===== config.mk =====
export PLATFORM = sky130hd
export DESIGN_NAME = reg_trace_monitor
export DESIGN_NICKNAME = d
export VERILOG_FILES = /design/src/rtl/reg_trace_pkg.sv /design/src/rtl/trace_fifo.sv /design/src/rtl/reg_trace_monitor.sv
export SDC_FILE = /design/constraint.sdc
export NUM_CORES = 1
export LEC_CHECK = 0
export ABC_CLOCK_PERIOD_IN_PS = 3400
export CORE_MARGIN = 5
export CORE_UTILIZATION = 50
export CTS_BUF_LIST = sky130_fd_sc_hd__clkbuf_8
export DETAILED_ROUTE_END_ITERATION = 10
export DONT_BUFFER_PORTS = 1
export GPL_TIMING_DRIVEN = 0
export PLACE_DENSITY = 0.69
export REMOVE_ABC_BUFFERS = 1
export SLEW_MARGIN = 25
export SYNTH_ARGS = -nofsm -noshare
export SYNTH_HDL_FRONTEND = slang
export SYNTH_HIERARCHICAL = 1
export SYNTH_SLANG_ARGS = --single-unit

===== constraint.sdc =====
create_clock -name clk -period 3.4 [get_ports clk]
set_input_delay 0.34 -clock clk [delete_from_list [all_inputs] [get_ports clk]]
set_output_delay 0.34 -clock clk [all_outputs]
set_load 0.05 [all_outputs]

===== src/rtl/reg_trace_pkg.sv =====
// Shared types for the register-write trace monitor.
// Entry layout depends on TRACE_TIMESTAMP_EN.
package reg_trace_pkg;

  typedef enum logic [1:0] {
    IDLE = 2'd0,
    RUN  = 2'd1,
    DONE = 2'd2
  } state_e;

`ifdef TRACE_TIMESTAMP_EN
  localparam bit TS_STORED = 1'b1;
`else
  localparam bit TS_STORED = 1'b0;
`endif

  // FIFO entry is {addr, data[, timestamp]}.
  function automatic int entry_width(input int aw, input int xlen, input int ts_w);
    return aw + xlen + (TS_STORED ? ts_w : 0);
  endfunction

endpackage


===== src/rtl/trace_fifo.sv =====
// Synchronous FIFO holding captured trace entries; head is visible combinationally.
// A push into a full FIFO succeeds only when a pop happens in the same cycle.
module trace_fifo #(
  parameter int WIDTH = 8,
  parameter int DEPTH = 16
) (
  input  logic                     clk,
  input  logic                     reset,
  input  logic                     push_i,
  input  logic                     pop_i,
  input  logic [WIDTH-1:0]         wdata_i,
  output logic [WIDTH-1:0]         rdata_o,
  output logic                     full_o,
  output logic                     empty_o,
  output logic [$clog2(DEPTH):0]   level_o
);
  localparam int PW = $clog2(DEPTH);

  logic [WIDTH-1:0] mem_q [DEPTH];
  logic [PW-1:0]    wr_ptr_q, rd_ptr_q;
  logic [PW:0]      level_q;
  logic             do_push, do_pop;

  assign empty_o = (level_q == '0);
  assign full_o  = (level_q == (PW+1)'(DEPTH));
  assign do_pop  = pop_i && !empty_o;
  assign do_push = push_i && (!full_o || do_pop);

  always_ff @(posedge clk) begin
    if (!reset) begin
      wr_ptr_q <= '0;
      rd_ptr_q <= '0;
      level_q  <= '0;
    end else begin
      if (do_push) wr_ptr_q <= wr_ptr_q + PW'(1);
      if (do_pop)  rd_ptr_q <= rd_ptr_q + PW'(1);
      case ({do_push, do_pop})
        2'b10:   level_q <= level_q + (PW+1)'(1);
        2'b01:   level_q <= level_q - (PW+1)'(1);
        default: level_q <= level_q;
      endcase
    end
  end

  always_ff @(posedge clk) begin
    if (do_push) mem_q[wr_ptr_q] <= wdata_i;
  end

  // Storage is not reset, so mask the head while empty.
  assign rdata_o = empty_o ? '0 : mem_q[rd_ptr_q];
  assign level_o = level_q;

endmodule


===== src/rtl/reg_trace_monitor.sv =====
// Captures masked register-file writes during a session into a trace FIFO.
// Optional TRACE_TIMESTAMP_EN stores the session cycle count with each entry.
module reg_trace_monitor #(
  parameter int XLEN  = 32,
  parameter int NREGS = 32,
  parameter int DEPTH = 16,
  parameter int LIM_W = 32,
  parameter int TS_W  = 16
) (
  input  logic                       clk,
  input  logic                       reset,
  input  logic                       start,
  input  logic                       stop,
  input  logic [LIM_W-1:0]           limit,
  input  logic [NREGS-1:0]           watch_mask,
  input  logic                       wb_en,
  input  logic [$clog2(NREGS)-1:0]   wb_addr,
  input  logic [XLEN-1:0]            wb_data,
  output logic                       tr_valid,
  input  logic                       tr_ready,
  output logic [$clog2(NREGS)-1:0]   tr_addr,
  output logic [XLEN-1:0]            tr_data,
  output logic [TS_W-1:0]            tr_ts,
  output logic [$clog2(DEPTH):0]     level,
  output logic [15:0]                ovf_cnt,
  output logic                       busy,
  output logic                       done
);
  import reg_trace_pkg::*;

  localparam int AW = $clog2(NREGS);
  localparam int EW = entry_width(AW, XLEN, TS_W);

  state_e           state_q, state_d;
  logic [LIM_W-1:0] cyc_cnt_q, cyc_cnt_d;
  logic [15:0]      ovf_cnt_q, ovf_cnt_d;
  logic             limit_hit, enter_run, capture;
  logic             fifo_full, fifo_empty;
  logic [EW-1:0]    push_entry, head_entry;

  assign limit_hit = (limit != '0) && (cyc_cnt_q == limit - LIM_W'(1));

  // stop wins over start in every state.
  always_comb begin
    state_d = state_q;
    case (state_q)
      IDLE, DONE: if (start && !stop) state_d = RUN;
      RUN:        if (stop || limit_hit) state_d = DONE;
      default:    state_d = IDLE;
    endcase
  end

  assign enter_run = (state_q != RUN) && (state_d == RUN);
  assign capture   = (state_q == RUN) && wb_en && (wb_addr != '0) && watch_mask[wb_addr];

  always_comb begin
    cyc_cnt_d = cyc_cnt_q;
    ovf_cnt_d = ovf_cnt_q;
    if (enter_run) begin
      cyc_cnt_d = '0;
      ovf_cnt_d = '0;
    end else begin
      if (state_q == RUN) cyc_cnt_d = cyc_cnt_q + LIM_W'(1);
      if (capture && fifo_full && !tr_ready && (ovf_cnt_q != 16'hFFFF))
        ovf_cnt_d = ovf_cnt_q + 16'd1;
    end
  end

  always_ff @(posedge clk) begin
    if (!reset) begin
      state_q   <= IDLE;
      cyc_cnt_q <= '0;
      ovf_cnt_q <= '0;
    end else begin
      state_q   <= state_d;
      cyc_cnt_q <= cyc_cnt_d;
      ovf_cnt_q <= ovf_cnt_d;
    end
  end

  trace_fifo #(.WIDTH(EW), .DEPTH(DEPTH)) u_fifo (
    .clk     (clk),
    .reset   (reset),
    .push_i  (capture),
    .pop_i   (tr_ready),
    .wdata_i (push_entry),
    .rdata_o (head_entry),
    .full_o  (fifo_full),
    .empty_o (fifo_empty),
    .level_o (level)
  );

`ifdef TRACE_TIMESTAMP_EN
  logic [TS_W-1:0] ts;
  assign ts         = TS_W'(cyc_cnt_q);
  assign push_entry = {wb_addr, wb_data, ts};
  assign tr_data    = head_entry[TS_W +: XLEN];
  assign tr_ts      = head_entry[TS_W-1:0];
`else
  assign push_entry = {wb_addr, wb_data};
  assign tr_data    = head_entry[XLEN-1:0];
  assign tr_ts      = '0;
`endif

  assign tr_addr  = head_entry[EW-1 -: AW];
  assign tr_valid = !fifo_empty;
  assign ovf_cnt  = ovf_cnt_q;
  assign busy     = (state_q == RUN);
  assign done     = (state_q == DONE);

endmodule


==> results.ini, run 1 <==
[run_status]
outcome=finished, final reports clean

[layout]
final_util_pct=58.0
final_nets=1729
nFillCells=3993
drive_above_1_share_pct=26.6
area_growth_syn_to_layout_pct=14.5
final_area_um2=31300

[clock_tree]
insertion_delay_ps=680
clk_path_buf_depth=3
clk_pin_slew_ps=60
cts_tree=built
clkSinkCount=659
cts-buffers-inserted=104
root_buffer=clkbuf_8
htreeDepth=3

[sta]
rsz0062_at_grt=false
hold_viol_final=0
fmax_ghz=0.304
hold_slack_ps=75.5
period_minus_slack_ps=3290
setup_ws_ps=108
setup_violations=0
relSlewSlack_pct=26.8
skew_ps=22.0
drv_slew=0
worst_pin_slew_ps=1100
fin_crit_sh_pct=96.8

[synthesis]
yosysWarnings=6
ys_ff_latch=659
synth_cell_type_count=71
async_flop_share_pct=0
yosys_most_used_dff=edfxtp_1
synth.most_common_cell=edfxtp_1
synth_edf_count=592
synth_top_area_share_pct=65.0
synth.avg_cell_area_um2=18.4
synth.area.top_cells=edfxtp_1 65%, mux4_2 13%, dfxtp_1 4.9%, mux2_2 1.5%, xor2_1 1.5%
syn_area_um2=27300
ys_seq_area_share_pct=69.9
synthTopCellsByCount=592 x edfxtp_1, 158 x mux4_2, 71 x nor2_1
synth_cells=1483
synth_top_area_cell=edfxtp_1

[worst_setup_path]
cp_num_buf_inv=2
crit_type=reg -> out
worstReg2RegStart=state_q[0]
crit_chain=buf_6 -> bufbuf_16 -> mux4_2 -> mux2_2 -> a221o_2
rrSetupSlack_ps=280
start_kind=flop
r2r-end=u_fifo/mem_q[0][33]
cp_max_fo=17
worst_path_max_delay_cell=mux4_2
r2r_cells=8
slowest_delay_ps=500
path_delay_family=multiplexers
worstPathRequired_ps=3060
crit_path_end_kind=output pin
cp.arrival_ps=2950

[floorplanning]
io_pins=184
chipWidth_um=244
start_util_pct=50.6
die_h_um=244
rows=85
die-area_um2=59500
core_um2=54000

[place]
post_dp_cell_area_um2=28600
post-place-ws_ps=-542
globalplace.congestion=0.834
hpwl_um=35000
io_buffers=0

[route]
num_vias=14187
via_per_inst=5.93
post_drt_wl_per_cell_um=25.2
drc=0
antenna_left=0
drtIter0Drc=1017
first_pass_iters=5
routed_wl_um=60300

[flow_run]
max_cap_violations=0

[global_routing]
grt_remaining_overflow=0
first_global_vias=14998
grt_antenna_before_repair=2
grt_use_total_pct=20.2
grt_max_degree=40
grt_first_pass_wirelength_um=91000

[pwr]
powerDensity_nw_per_um2=603
power_w=0.0189
p_leak_nw=9.87
ir_drop_mv=0.343

[min_path]
hold_path.class=in -> reg
min_to=ovf_cnt[12]
hold-path-cell-count=5
min_from=tr_ready

## registers in the layout, summed over array words and instances, names as in the netlist, named ones only
| signal | cells |
|---|---|
| u_fifo/mem_q | 592 |
| cyc_cnt_q | 32 |
| ovf_cnt | 16 |
| u_fifo/level_o | 5 |
| u_fifo/rd_ptr_q | 4 |
| u_fifo/wr_ptr_q | 4 |
| state_q | 2 |
## layout by cell type, fill, tap and decap left out, types with 28 or more instances in the layout
master / count
edfxtp_1: 592
mux4_2: 158
clkbuf_8: 105
nor2_1: 70
dfxtp_1: 60
nor2b_1: 46
xor2_1: 46
inv_1: 45
dlygate4sd3_1: 41
xnor2_1: 39
mux2_2: 37
nand2_1: 36
clkinv_1: 28
## final cells by class
cell class	instances	area, um2	share of cell area, %
Antenna cell	4	10.0	0.0320
Clock buffer	105	1450	4.62
Clock inverter	85	499	1.59
Inverter	14	52.6	0.168
Multi-Input combinational cell	741	7880	25.2
Sequential cell	659	19100	61.1
Tap cell	696	871	2.78
Timing Repair Buffer	89	1420	4.54
## tightest hold or removal path, stage by stage
cell and delay [ps]:
nor2b_1 80, nand2_1 100, nor3_1 60, nor2_1 80
nor3_1 40
## repair_timing
| action | CTS | global route |
|---|---|---|
| pin swaps | 4 | 0 |
| hold endpoints to repair | 630 | 0 |
| gates cloned | 4 | 0 |
| endpoints found under the setup margin | 607 | 59 |
| gates resized for setup | 32 | 4 |
| hold buffers | 41 | 0 |
| setup buffers | 12 | 1 |
## how the worst max path moves through the flow
stage	start	endpoint	slack, ps	cells past startpoint
final	flop	tr_data[5]	110	5
after detailed placement	state_q[0]	u_fifo/mem_q[10][26]	-540	8
after floorplan	flop	tr_addr[3]	-3200	3
after global placement	flop	tr_data[0]	-6080	3
after CTS	u_fifo/level_o[2]	tr_data[26]	1	5
after global routing	flop	tr_data[1]	1	5
## report_power, final
group	switching (W)	leakage [nW]	total, W	internal, W
combinational	0.00226	2.90	0.00368	0.00142
clock	0.00299	1.11	0.00625	0.00326
sequential	0.000103	5.86	0.00896	0.00886
total	0.00535	9.87	0.0189	0.0135
## metal layers
metal | share of wire, % | track usage (%) | up-vias
met5 | 0 | 0 | -
met2 | 50 | 33.3 | 516
met1 | 42 | 27.4 | 7356
met4 | 1.6 | 5.84 | 0
li1 | - | - | 6245
met3 | 7.0 | 4.31 | 70
## through the flow
| stage | TNS [ps] | cells |
|---|---|---|
| final | 0 | 2393 |
| after global routing | 0 | 2390 |
| after CTS | 0 | 2388 |
| after detailed placement | -148160 | 2141 |
| after global placement | -1674390 | 2110 |
| after floorplan | -354360 | 1414 |
## cell families after synthesis
group / count (synthesis) / share of synthesized area, %
flops: 659 / 69.9
simple gates: 319 / 6.70
mux: 208 / 15.0
compound gates: 100 / 3.02
buf+inv: 98 / 1.99
xor+xnor: 85 / 2.72
fa+ha+maj: 13 / 0.622
other cells: 1 / 0.0137
No activity file was read; power rests on OpenSTA's default activity.
==> run 2: changes to the inputs <==
--- a/config.mk
+++ b/config.mk
@@ -8,7 +8,6 @@
 export ABC_CLOCK_PERIOD_IN_PS = 3400
 export CORE_MARGIN = 5
 export CORE_UTILIZATION = 50
-export CTS_BUF_LIST = sky130_fd_sc_hd__clkbuf_8
 export DETAILED_ROUTE_END_ITERATION = 10
 export DONT_BUFFER_PORTS = 1
 export GPL_TIMING_DRIVEN = 0
==> results.ini, run 2 (same netlist as run 1, synthesis figures left out) <==
[sta]
hold_viol_final=0  ; unchanged
rsz0062_at_grt=false
setup_violations=0  ; unchanged
fin_crit_sh_pct=98.3  ; +1.5 points
worst_pin_slew_ps=1090  ; -7.58 ps
setup_ws_ps=56.4  ; -51.5 ps
skew_ps=23.5  ; +1.51 ps
fmax_ghz=0.299  ; -1.5%
period_minus_slack_ps=3340  ; +51.5 ps
drv_slew=0  ; unchanged
relSlewSlack_pct=27.3  ; +0.51 points
hold_slack_ps=22.1  ; -53.3 ps

[layout]
drive_above_1_share_pct=24.8  ; -1.8 points
mostFrequentLayoutCells=592 x edfxtp_1, 158 x mux4_2, 72 x clkbuf_16
largest_register_ffs=592  ; unchanged
top_register=u_fifo/mem_q
area_growth_syn_to_layout_pct=14.7
layout_commonest_cell=edfxtp_1
final_nets=1693  ; -2.1%

[flow_run]
max_cap_violations=0  ; unchanged

[global_routing]
grt_max_degree=40  ; unchanged
first_global_vias=14682  ; -2.1%
grt_antenna_before_repair=2  ; unchanged
grt_first_pass_wirelength_um=90500  ; -0.55%
grt_use_total_pct=20.0  ; -0.12 points
grt_remaining_overflow=0  ; unchanged

[place]
globalplace.congestion=0.834  ; unchanged
post-place-ws_ps=-542  ; unchanged
hpwl_um=35000  ; unchanged
io_buffers=0  ; unchanged

[clock_tree]
clk_pin_slew_ps=60  ; about the same
clkSinkCount=659  ; unchanged
htreeDepth=3  ; unchanged
clk_path_buf_depth=3  ; unchanged
cts_tree=built
root_buffer=clkbuf_16
insertion_delay_ps=600  ; -80 ps
cts-buffers-inserted=69  ; -34%

[worst_setup_path]
worstPathRequired_ps=3060  ; about the same
crit_type=reg -> out
crit_path_end_kind=output pin
cp_max_fo=10  ; -7
cp.arrival_ps=3000  ; +50 ps
start_kind=flop

[floorplanning]
io_pins=184  ; unchanged
rows=85  ; unchanged
core_um2=54000  ; unchanged
die-area_um2=59500  ; unchanged
chipWidth_um=244  ; unchanged
die_h_um=244  ; unchanged
start_util_pct=50.6  ; unchanged

[route]
num_vias=13996  ; -1.3%
drc=0  ; unchanged
antenna_left=0  ; unchanged
routed_wl_um=59700  ; -1.0%
via_per_inst=6.04  ; +1.8%
post_drt_wl_per_cell_um=25.8  ; +2.2%
drtIter0Drc=1070  ; +5.2%
first_pass_iters=5  ; unchanged

[pwr]
powerDensity_nw_per_um2=624  ; +3.4%
p_leak_nw=9.75  ; -1.2%
power_w=0.0196  ; +3.6%
ir_drop_mv=0.384  ; +12%

[min_path]
hold_path.class=in -> reg

[run_status]
outcome=finished, final reports clean

## run 2: per-layer routing
layer  GRT usage, %  vias to the layer above  share of wire, %
li1               -                     6149                 -
met1           27.6                     7341                42
met5              0                        -             0.022
met4           5.33                        2               1.6
met2           33.0                      439                50
met3           4.27                       65               6.6
## run 2: timing repair
item                                    CTS  global route
hold buffers                             42             0
resized for setup                        18            12
cloned                                    3             0
endpoints found under the setup margin  606            43
pin swaps                                 2             0
setup buffers                            10             2
endpoints found under the hold margin   611             0
## run 2: per-stage QoR
stage / instances / instance area, um2 / TNS [ps] / utilization, %
after floorplan: 1414 / 26900 / -354360 / -
after global placement: 2110 / 27800 / -1674390 / 51.4
after detailed placement: 2141 / 28600 / -148160 / 52.9
after CTS: 2315 / 31300 / 0 / 58.0
after global routing: 2317 / 31400 / 0 / 58.1
final: 2318 / 31400 / 0 / 58.1
## run 2: power by group
part	total (W)	internal [W]	switching, W
clock	0.00694	0.00395	0.00299
sequential	0.00896	0.00886	0.000103
combinational	0.00367	0.00141	0.00226
## run 2: final timing paths
check | from | end | slack (ps) | cells after the start
min | reset | u_fifo/level_o[3] | 20 | 3
max reg2reg | state_q[0] | u_fifo/mem_q[0][26] | 310 | 8
max | u_fifo/level_o[0] | tr_data[10] | 60 | 5
min reg2reg | cyc_cnt_q[22] | cyc_cnt_q[22] | 530 | 2
## run 2: layout make-up
type | instances | area, um2
diodes | 1 | 2.50
well taps | 696 | 871
multi-input cells | 741 | 7890
clock inverters | 33 | 214
fillers | 3978 | 22700
clock buffers | 86 | 1850
flip-flops and latches | 659 | 19100
repair buffers | 88 | 1360
inverters | 14 | 52.6
## run 2: critical path, cell delays in order (launching register included)
cell and delay, ps:
dfxtp_1 510, or4_4 750, o21ai_4 340, buf_8 210, nor2b_1 90, a221o_1 480
==> run 3: changes to the inputs <==
--- a/config.mk
+++ b/config.mk
@@ -5,13 +5,12 @@
 export SDC_FILE = /design/constraint.sdc
 export NUM_CORES = 1
 export LEC_CHECK = 0
-export ABC_CLOCK_PERIOD_IN_PS = 3400
+export ABC_CLOCK_PERIOD_IN_PS = 4200
 export CORE_MARGIN = 5
 export CORE_UTILIZATION = 50
 export DETAILED_ROUTE_END_ITERATION = 10
 export DONT_BUFFER_PORTS = 1
 export GPL_TIMING_DRIVEN = 0
-export PLACE_DENSITY = 0.69
 export REMOVE_ABC_BUFFERS = 1
 export SLEW_MARGIN = 25
 export SYNTH_ARGS = -nofsm -noshare
==> constraint.sdc (replaced) <==
create_clock -name clk -period 4.2 [get_ports clk]
set_input_delay 0.42 -clock clk [delete_from_list [all_inputs] [get_ports clk]]
set_output_delay 0.42 -clock clk [all_outputs]
set_load 0.05 [all_outputs]
==> results.ini, run 3 (same netlist as run 1, synthesis figures left out) <==
[run_status]
outcome=finished, final reports clean

[layout]
final_nets=1682  ; -0.65%
nFillCells=4070  ; +2.3%
drive_above_1_share_pct=23.1  ; -1.7 points
fin_cells=2309  ; -0.39%
area_growth_syn_to_layout_pct=14.2
top_register=u_fifo/mem_q
largest_register_ffs=592  ; unchanged
multi_input_area_um2=7820  ; -0.86%
mostFrequentLayoutCells=592 x edfxtp_1, 158 x mux4_2, 71 x nor2_1, 71 x clkbuf_16, 63 x dfxtp_1
regArea_um2=19100  ; unchanged
layout_commonest_cell=edfxtp_1
final_util_pct=57.8  ; -0.29 points
final_area_um2=31200  ; -0.49%

[clock_tree]
cts_hold_buffers=42  ; unchanged
root_buffer=clkbuf_16
clk_pin_slew_ps=60  ; about the same
insertion_delay_ps=590  ; about the same
clk_path_buf_depth=3  ; unchanged
postCtsSetupBuffers=0  ; -10
htreeDepth=3  ; unchanged
cts-buffers-inserted=70  ; +1.4%
clkSinkCount=659  ; unchanged
cts_tree=built
cts_resized=0  ; -18

[sta]
rsz0062_at_grt=false
period_minus_slack_ps=3920
hold_viol_final=0  ; unchanged
fin_crit_sh_pct=93.4
drv_slew=0  ; unchanged
relSlewSlack_pct=54.9  ; +28 points
fmax_ghz=0.255
skew_ps=23.4  ; -0.0753 ps
setup_violations=0  ; unchanged
worst_pin_slew_ps=673  ; -415 ps
setup_ws_ps=279  ; +223 ps

[pwr]
ir_drop_mv=0.409  ; +6.7%
p_leak_nw=9.67  ; -0.81%
powerDensity_nw_per_um2=511  ; -18%
power_w=0.0159  ; -19%

[floorplanning]
die_h_um=244  ; unchanged
rows=85  ; unchanged
die-area_um2=59500  ; unchanged
io_pins=184  ; unchanged
core_um2=54000  ; unchanged
chipWidth_um=244  ; unchanged
start_util_pct=50.6  ; unchanged

[global_routing]
grt_first_pass_wirelength_um=89500  ; -1.1%
grt_remaining_overflow=0  ; unchanged
grt_max_degree=43  ; +7.5%
grt_use_total_pct=19.7  ; -0.30 points
grt_antenna_before_repair=1  ; -1
first_global_vias=14659  ; -0.16%

[flow_run]
max_cap_violations=0  ; unchanged

[min_path]
hold_path.class=in -> reg

[place]
globalplace.congestion=0.843  ; +1.1%
hpwl_um=35400  ; +1.1%
placed_cells=2144  ; +0.14%
post_dp_cell_area_um2=28600  ; +0.25%
io_buffers=0  ; unchanged
post-place-ws_ps=657  ; +1200 ps

[route]
post_drt_wl_per_cell_um=25.4  ; -1.5%
first_pass_iters=5  ; unchanged
num_vias=13729  ; -1.9%
antenna_left=0  ; unchanged
routed_wl_um=58600  ; -1.9%
drtIter0Drc=989  ; -7.6%
drc=0  ; unchanged
via_per_inst=5.95  ; -1.5%

[worst_setup_path]
crit_path_end_kind=output pin
cp.arrival_ps=3500  ; +500 ps
start_kind=flop
crit_type=reg -> out
cp_max_fo=15  ; +5
worstPathRequired_ps=3780  ; +720 ps

run 3: worst paths after layout:
path	startpoint	endpoint	slack, ps	depth (start not counted)
max	u_fifo/level_o[0]	tr_addr[3]	280	5
min	reset	u_fifo/level_o[4]	50	2
max reg2reg	state_q[0]	u_fifo/mem_q[8][16]	660	7
min reg2reg	cyc_cnt_q[6]	cyc_cnt_q[6]	530	2
run 3: stage by stage:
step | hold WS [ps] | setup TNS (ps)
2_1_floorplan | 479 | -90910
3_3_place_gp | 499 | -1121470
3_5_place_dp | 515 | 0
4_1_cts | 11.7 | 0
5_1_grt | 66.6 | 0
6_report | 52.6 | 0
run 3: power breakdown:
group,switching [W],internal [W]
logic,0.00175,0.00108
clock network,0.00243,0.00338
registers,0.000138,0.00717
run 3: layer usage:
layer	part of all wire, %	GRT usage (%)	wire, um	vias up
met5	0	0	0	-
met4	2.0	4.88	1160	0
met3	5.3	4.56	3120	79
met2	49	31.9	28400	329
met1	44	27.7	25900	7182
li1	-	-	-	6139
run 3: area by class of cell:
class | count | share of cell area, %
sequential | 659 | 61.3
tap | 696 | 2.79
timing repair buffer | 76 | 3.84
inverter | 14 | 0.168
clock inverter | 35 | 0.958
multi-input combinational | 741 | 25.0
antenna | 1 | 0.00802
clock buffer | 87 | 5.92
run 3: critical path, cell delays in order (launching register included):
cell and delay [ps]:
dfxtp_1 520, or4_1 910, o21ai_4 630, buf_16 240
nor2b_1 80, a221o_1 530
